File: config.mk
export PLATFORM = sky130hd
export DESIGN_NAME = cache_line_word_mux_flat
export DESIGN_NICKNAME = d
export VERILOG_FILES = /design/src/rtl/cache_line_word_mux_if.sv /design/src/rtl/cache_line_word_mux.sv /design/src/flat_wrapper.sv
export SDC_FILE = /design/constraint.sdc
export NUM_CORES = 1
export LEC_CHECK = 0
export CAP_MARGIN = 20
export CORE_UTILIZATION = 45
export CTS_CLUSTER_DIAMETER = 120
export DETAILED_ROUTE_END_ITERATION = 12
export GPL_ROUTABILITY_DRIVEN = 0
export PLACE_DENSITY_LB_ADDON = 0.2
export SYNTH_ARGS = -nofsm -noshare
export SYNTH_HDL_FRONTEND = slang
export SYNTH_SLANG_ARGS = --single-unit
File: constraint.sdc
create_clock -name clk -period 1.7 [get_ports clk]
set_input_delay 0.34 -clock clk [delete_from_list [all_inputs] [get_ports clk]]
set_output_delay 0.34 -clock clk [all_outputs]
set_load 0.005 [all_outputs]
File: src/rtl/cache_line_word_mux_if.sv
// Line-capture / word-stream bus for cache_line_word_mux.
// The master drives the line and consumes words; the slave is the word sequencer.
interface cache_line_word_mux_if #(
    parameter int WIDTH = 32,
    parameter int WORDS = 4,
    parameter int SEL_W = 2
);
    logic [WIDTH*WORDS-1:0] line_in;
    logic                   line_valid;
    logic                   line_ready;
    logic [SEL_W-1:0]       start_word;
    logic [WIDTH-1:0]       word_out;
    logic                   word_valid;
    logic                   word_ready;
    logic [SEL_W-1:0]       word_idx;
    logic                   word_last;
    logic                   busy;

    modport master (
        output line_in, line_valid, start_word, word_ready,
        input  line_ready, word_out, word_valid, word_idx, word_last, busy
    );

    modport slave (
        input  line_in, line_valid, start_word, word_ready,
        output line_ready, word_out, word_valid, word_idx, word_last, busy
    );
endinterface

File: src/rtl/cache_line_word_mux.sv
// Captures a cache line and streams it critical-word-first, one word per beat.
// Optional macro CACHE_MUX_BACK2BACK_EN: accept the next line on the final beat (no bubble).
module cache_line_word_mux #(
    parameter int WIDTH = 32,
    parameter int WORDS = 4,
    parameter int SEL_W = 2
) (
    input logic                 clk,
    input logic                 rst_n,
    cache_line_word_mux_if.slave bus
);

    // state  | meaning
    // IDLE   | waiting for a line, line_ready high
    // STREAM | emitting words of the captured line, idx wraps modulo WORDS

    typedef enum logic {
        IDLE,
        STREAM
    } state_t;

    state_t                 state_q, state_d;
    logic [WIDTH*WORDS-1:0] line_q, line_d;
    logic [SEL_W-1:0]       idx_q, idx_d;
    logic [SEL_W-1:0]       cnt_q, cnt_d;
    logic                   last_beat;
    logic                   line_take;

    assign last_beat = (state_q == STREAM) && (cnt_q == SEL_W'(WORDS - 1));

`ifdef CACHE_MUX_BACK2BACK_EN
    assign bus.line_ready = (state_q == IDLE) || (last_beat && bus.word_ready);
`else
    assign bus.line_ready = (state_q == IDLE);
`endif

    assign line_take = bus.line_valid && bus.line_ready;

    always_ff @(posedge clk or negedge rst_n) begin
        if (!rst_n) begin
            state_q <= IDLE;
            line_q  <= '0;
            idx_q   <= '0;
            cnt_q   <= '0;
        end else begin
            state_q <= state_d;
            line_q  <= line_d;
            idx_q   <= idx_d;
            cnt_q   <= cnt_d;
        end
    end

    always_comb begin
        state_d = state_q;
        line_d  = line_q;
        idx_d   = idx_q;
        cnt_d   = cnt_q;
        case (state_q)
            IDLE: begin
                if (line_take) begin
                    state_d = STREAM;
                    line_d  = bus.line_in;
                    idx_d   = bus.start_word;
                    cnt_d   = '0;
                end
            end
            STREAM: begin
                if (bus.word_ready) begin
                    if (last_beat) begin
                        // line_take can only be true here in the back-to-back build
                        if (line_take) begin
                            state_d = STREAM;
                            line_d  = bus.line_in;
                            idx_d   = bus.start_word;
                            cnt_d   = '0;
                        end else begin
                            state_d = IDLE;
                        end
                    end else begin
                        idx_d = idx_q + SEL_W'(1);
                        cnt_d = cnt_q + SEL_W'(1);
                    end
                end
            end
            default: state_d = IDLE;
        endcase
    end

    // Outputs are a pure function of registered state.
    assign bus.word_out   = line_q[32'(idx_q) * WIDTH +: WIDTH];
    assign bus.word_idx   = idx_q;
    assign bus.word_valid = (state_q == STREAM);
    assign bus.word_last  = last_beat;
    assign bus.busy       = (state_q == STREAM);

endmodule

File: src/flat_wrapper.sv
// flat-port wrapper written by rule: the top's interface ports become plain ports
module cache_line_word_mux_flat 
#(
    parameter int WIDTH = 32,
    parameter int WORDS = 4,
    parameter int SEL_W = 2
)
  (clk, rst_n, bus_line_in, bus_line_valid, bus_start_word, bus_word_ready, bus_line_ready, bus_word_out, bus_word_valid, bus_word_idx, bus_word_last, bus_busy);
  cache_line_word_mux_if #(.WIDTH(WIDTH), .WORDS(WORDS), .SEL_W(SEL_W)) bus_i ();
  input logic clk;
  input logic rst_n;
  input wire logic [$bits(bus_i.line_in)-1:0] bus_line_in;
  input wire logic [$bits(bus_i.line_valid)-1:0] bus_line_valid;
  input wire logic [$bits(bus_i.start_word)-1:0] bus_start_word;
  input wire logic [$bits(bus_i.word_ready)-1:0] bus_word_ready;
  output wire logic [$bits(bus_i.line_ready)-1:0] bus_line_ready;
  output wire logic [$bits(bus_i.word_out)-1:0] bus_word_out;
  output wire logic [$bits(bus_i.word_valid)-1:0] bus_word_valid;
  output wire logic [$bits(bus_i.word_idx)-1:0] bus_word_idx;
  output wire logic [$bits(bus_i.word_last)-1:0] bus_word_last;
  output wire logic [$bits(bus_i.busy)-1:0] bus_busy;
  assign bus_i.line_in = bus_line_in;
  assign bus_i.line_valid = bus_line_valid;
  assign bus_i.start_word = bus_start_word;
  assign bus_i.word_ready = bus_word_ready;
  assign bus_line_ready = bus_i.line_ready;
  assign bus_word_out = bus_i.word_out;
  assign bus_word_valid = bus_i.word_valid;
  assign bus_word_idx = bus_i.word_idx;
  assign bus_word_last = bus_i.word_last;
  assign bus_busy = bus_i.busy;
  cache_line_word_mux #(.WIDTH(WIDTH), .WORDS(WORDS), .SEL_W(SEL_W)) u_core (.clk(clk), .rst_n(rst_n), .bus(bus_i));
endmodule
==> results by group, run 1 <==
Outcome
  – Status: finished, violations left
  – Failing checks: negative setup slack

Floorplanning
  – Die width: 116.9 um
  – Die area: 0.01367 mm^2
  – Starting density of the core: 46.53%
  – Row Count: 41
  – Boundary pin count: about 170
  – Core area: 0.01277 mm^2
  – Die Span Y: ~120 um

Logic synthesis
  – Ys flop type: dfrtp_1
  – Yosys Warn Count: 0
  – Largest cells by area after synthesis: dfrtp_1, nand2_1, mux4_2, buf_6, mux4_1
  – Sequential share of the synthesized area: 56.00%
  – FF+latch count, synth: 133
  – Syn_nets: 742
  – Synth Cell Area: 0.005943 mm^2
  – Post-synthesis instance total: between 600 and 700
  – Leading area contributor after synthesis: dfrtp_1
  – Fraction of registers with async set/reset: 100.0%
  – Yosys cell types: 23
  – Top-area cell type share of the netlist area: 56.00%
  – Mean area per synthesized cell: 9.791 um^2
  – Number of synthesized flops with an enable pin: 0

Power and ir drop
  – Comb power frac: 39.7%
  – Share of power burned in registers: around 37%
  – Switch share: 31.60%
  – Peak supply drop: 0.8883 mV
  – NetSw: 4.646 mW
  – Pleak: 4.235 nW
  – PD cells: around 1700 mW/mm^2
  – Clk pwr share: 23.1%
  – Power Internal: 10.06 mW

Layout
  – Storage cell area: between 0.003 and 0.004 mm^2
  – Layout fillers: 986
  – Most common cell after layout, fill and taps aside: nand2_1
  – Finished Core Util: between 60% and 70%
  – Layout Nets: 930
  – Area of the multi-input gates: approximately 0.0023 mm^2
  – Most frequent cells in the layout: nand2_1, clkdlybuf4s50_1, dfrtp_1
  – Antenna cell count: 0
  – Fraction of layout cells with a size suffix above 1: 16.48%
  – Synth-to-layout area growth: 41.62%
  – Fin cells: 979

Drt
  – WL final: 14850 um
  – Iter 0 DRT Violations: ~410
  – Vias per cell: 4.886
  – Drt drc: 0
  – Detailed-route wire length per cell: about 15 um
  – ANT nets after route: 0
  – Via count: 4783
  – Drt pass-1 iters: 4

STA
  – RSZ-0062 raised after global routing: yes
  – Relative slew slack: 79.05%
  – Fmax: 488.8 MHz
  – Final Hold Viols: 0
  – Slew Limit Fails: 0
  – Clk_skew: 0.006205 ns
  – Final setup viols: 32
  – Crit share post-route: 120.3%
  – Worst slew pin tran: 0.3142 ns
  – Final setup margin: -0.3457 ns
  – Setup TNS: -10.19 ns
  – Crit path time final: 2.046 ns

Global routing
  – Initial antenna violation count: 0
  – First-pass GRT wire length: 23910 um
  – Vias in the first global route: between 4000 and 5000
  – Largest net degree at the start of global routing: 61
  – GRT Total Usage: 23.36%
  – GR Overflow Total: 0

Placed design
  – Post-Place Worst Slack: -0.3013 ns
  – PortBufs: 171
  – Placed cells: 933
  – HPWL after DPL: 10200 um

Setup path
  – Worst EP required: 1.36 ns
  – CP peak stage delay: 0.51 ns
  – Critical Path, Cell by Cell: buf_6 -> buf_8 -> mux4_2 -> buf_2
  – Kind of critical path: reg -> out
  – Crit-path leading delay family: multiplexers
  – Crit Path Max Fanout: 5
  – Slowest CP cell: mux4_2
  – Internal reg-to-reg setup slack: roughly 0.21 ns
  – Reg2reg path depth: 6
  – Reg-to-reg endpoint: u_core.bus.word_idx[0]$_DFFE_PN0P_
  – CP endpoint kind: output port
  – Buf+Inv Stages, Crit Path: 3
  – Critical Path AT: 1.71 ns
  – Critical Path Start Type: register
  – Reg2reg start: u_core.cnt_q[0]$_DFFE_PN0P_

Clock tree
  – Worst skew pair latency: approximately 0.41 ns
  – Root Driver: clkbuf_16
  – CTS Buf Count: 17
  – Clk pin slew, worst setup/hold paths: 0.05 ns
  – CTS tree: done
  – CTS Sinks: 133
  – H-tree depth: 4
  – Clk buf depth: 2

Job
  – Max Cap Viol: 0

Hold path
  – Hold Crit Class: in -> async
==> flip-flops by register name, indices dropped and copies added (netlist names) <==
register             flops
u_core.cnt_q             2
u_core.bus.word_idx      2
u_core.bus.busy          1
u_core.line_q          128
==> kinds of logic after synthesis <==
group	after synthesis	share of synthesized area [%]
buffers and inverters	40	5.347
multiplexers	33	12.55
XOR/XNOR	1	0.1474
flip-flops	133	56.00
adder cells (fa/ha/maj)	1	0.2105
AND/OR/NAND/NOR	392	25.01
AO/OA/AOI/OAI	7	0.7370
==> layer usage <==
layer | wire length (um) | global-route usage [%] | vias to the layer above
li1 | - | - | 2289
met1 | 6365 | 29.62 | 2302
met2 | 7127 | 37.12 | 170
met3 | 1126 | 8.857 | 22
met4 | 227 | 7.764 | 0
met5 | 0 | 0 | -
==> area by class of cell <==
type / instances / share of cell area, %
sequential: 133 / 39.57
multi-input combinational: 434 / 27.35
timing repair buffer: 207 / 23.92
clock buffer: 27 / 5.976
tap: 172 / 2.557
clock inverter: 4 / 0.5352
inverter: 2 / 0.08919
==> power by group through the flow <==
stage / Sequential (mW) / Clock (mW) / Combinational, mW
after floorplan: 5.17 / 0 / 3.61
after detailed placement: 5.49 / 0 / 6.00
final: 5.48 / 3.39 / 5.83
after global placement: 5.45 / 0 / 5.80
after CTS: 5.46 / 3.47 / 5.90
after global routing: 5.62 / 3.59 / 6.48
==> how the worst max path moves through the flow <==
stage,startpoint,end,slack [ns],depth (start not counted)
after CTS,u_core.bus.word_idx[0]$_DFFE_PN0P_,bus_word_out[16],-0.43,5
final,u_core.bus.word_idx[0]$_DFFE_PN0P_,bus_word_out[28],-0.35,4
after detailed placement,u_core.bus.word_idx[0]$_DFFE_PN0P_,bus_word_out[18],-0.30,3
after floorplan,u_core.bus.word_idx[0]$_DFFE_PN0P_,bus_word_out[10],0.20,3
after global routing,u_core.bus.word_idx[0]$_DFFE_PN0P_,bus_word_out[28],-0.41,4
after global placement,u_core.bus.word_idx[0]$_DFFE_PN0P_,bus_word_out[11],-0.27,3
==> through the flow <==
| stage | hold WS, ns | power (mW) | cell area, um^2 |
|---|---|---|---|
| CTS | 0.3718 | 14.83 | 8413 |
| floorplan | 0.04441 | 8.780 | 5943 |
| global route | 0.3917 | 15.69 | 8417 |
| finish | 0.3707 | 14.70 | 8417 |
| global placement | 0.2424 | 11.25 | 7835 |
| detailed placement | 0.2428 | 11.49 | 7835 |
==> timing repair <==
item,in CTS,in global routing
cloned,3,0
setup endpoints to repair,38,35
hold endpoints to repair,29,0
pin swaps,1,1
resized for setup,154,4
hold buffers,1,0
setup buffers,9,3
==> synthesized netlist by cell type, types with 2 or more instances <==
cell type  number
buf_6          11
inv_1           2
dfrtp_1       133
nand2_1       386
a21oi_1         2
buf_12          3
mux4_1          4
buf_2          20
buf_4           3
mux4_2         28
o21ai_0         2
nand2b_1        2
Power figures use the tool's default switching activity.
==> run 2, diff against run 1 <==
--- a/config.mk
+++ b/config.mk
@@ -10,6 +10,7 @@
 export CTS_CLUSTER_DIAMETER = 120
 export DETAILED_ROUTE_END_ITERATION = 12
 export GPL_ROUTABILITY_DRIVEN = 0
+export HOLD_SLACK_MARGIN = 0.12
 export PLACE_DENSITY_LB_ADDON = 0.2
 export SYNTH_ARGS = -nofsm -noshare
 export SYNTH_HDL_FRONTEND = slang
==> results of run 2 <==
The final DEF is identical to that of run 1; final timing and power are the same.
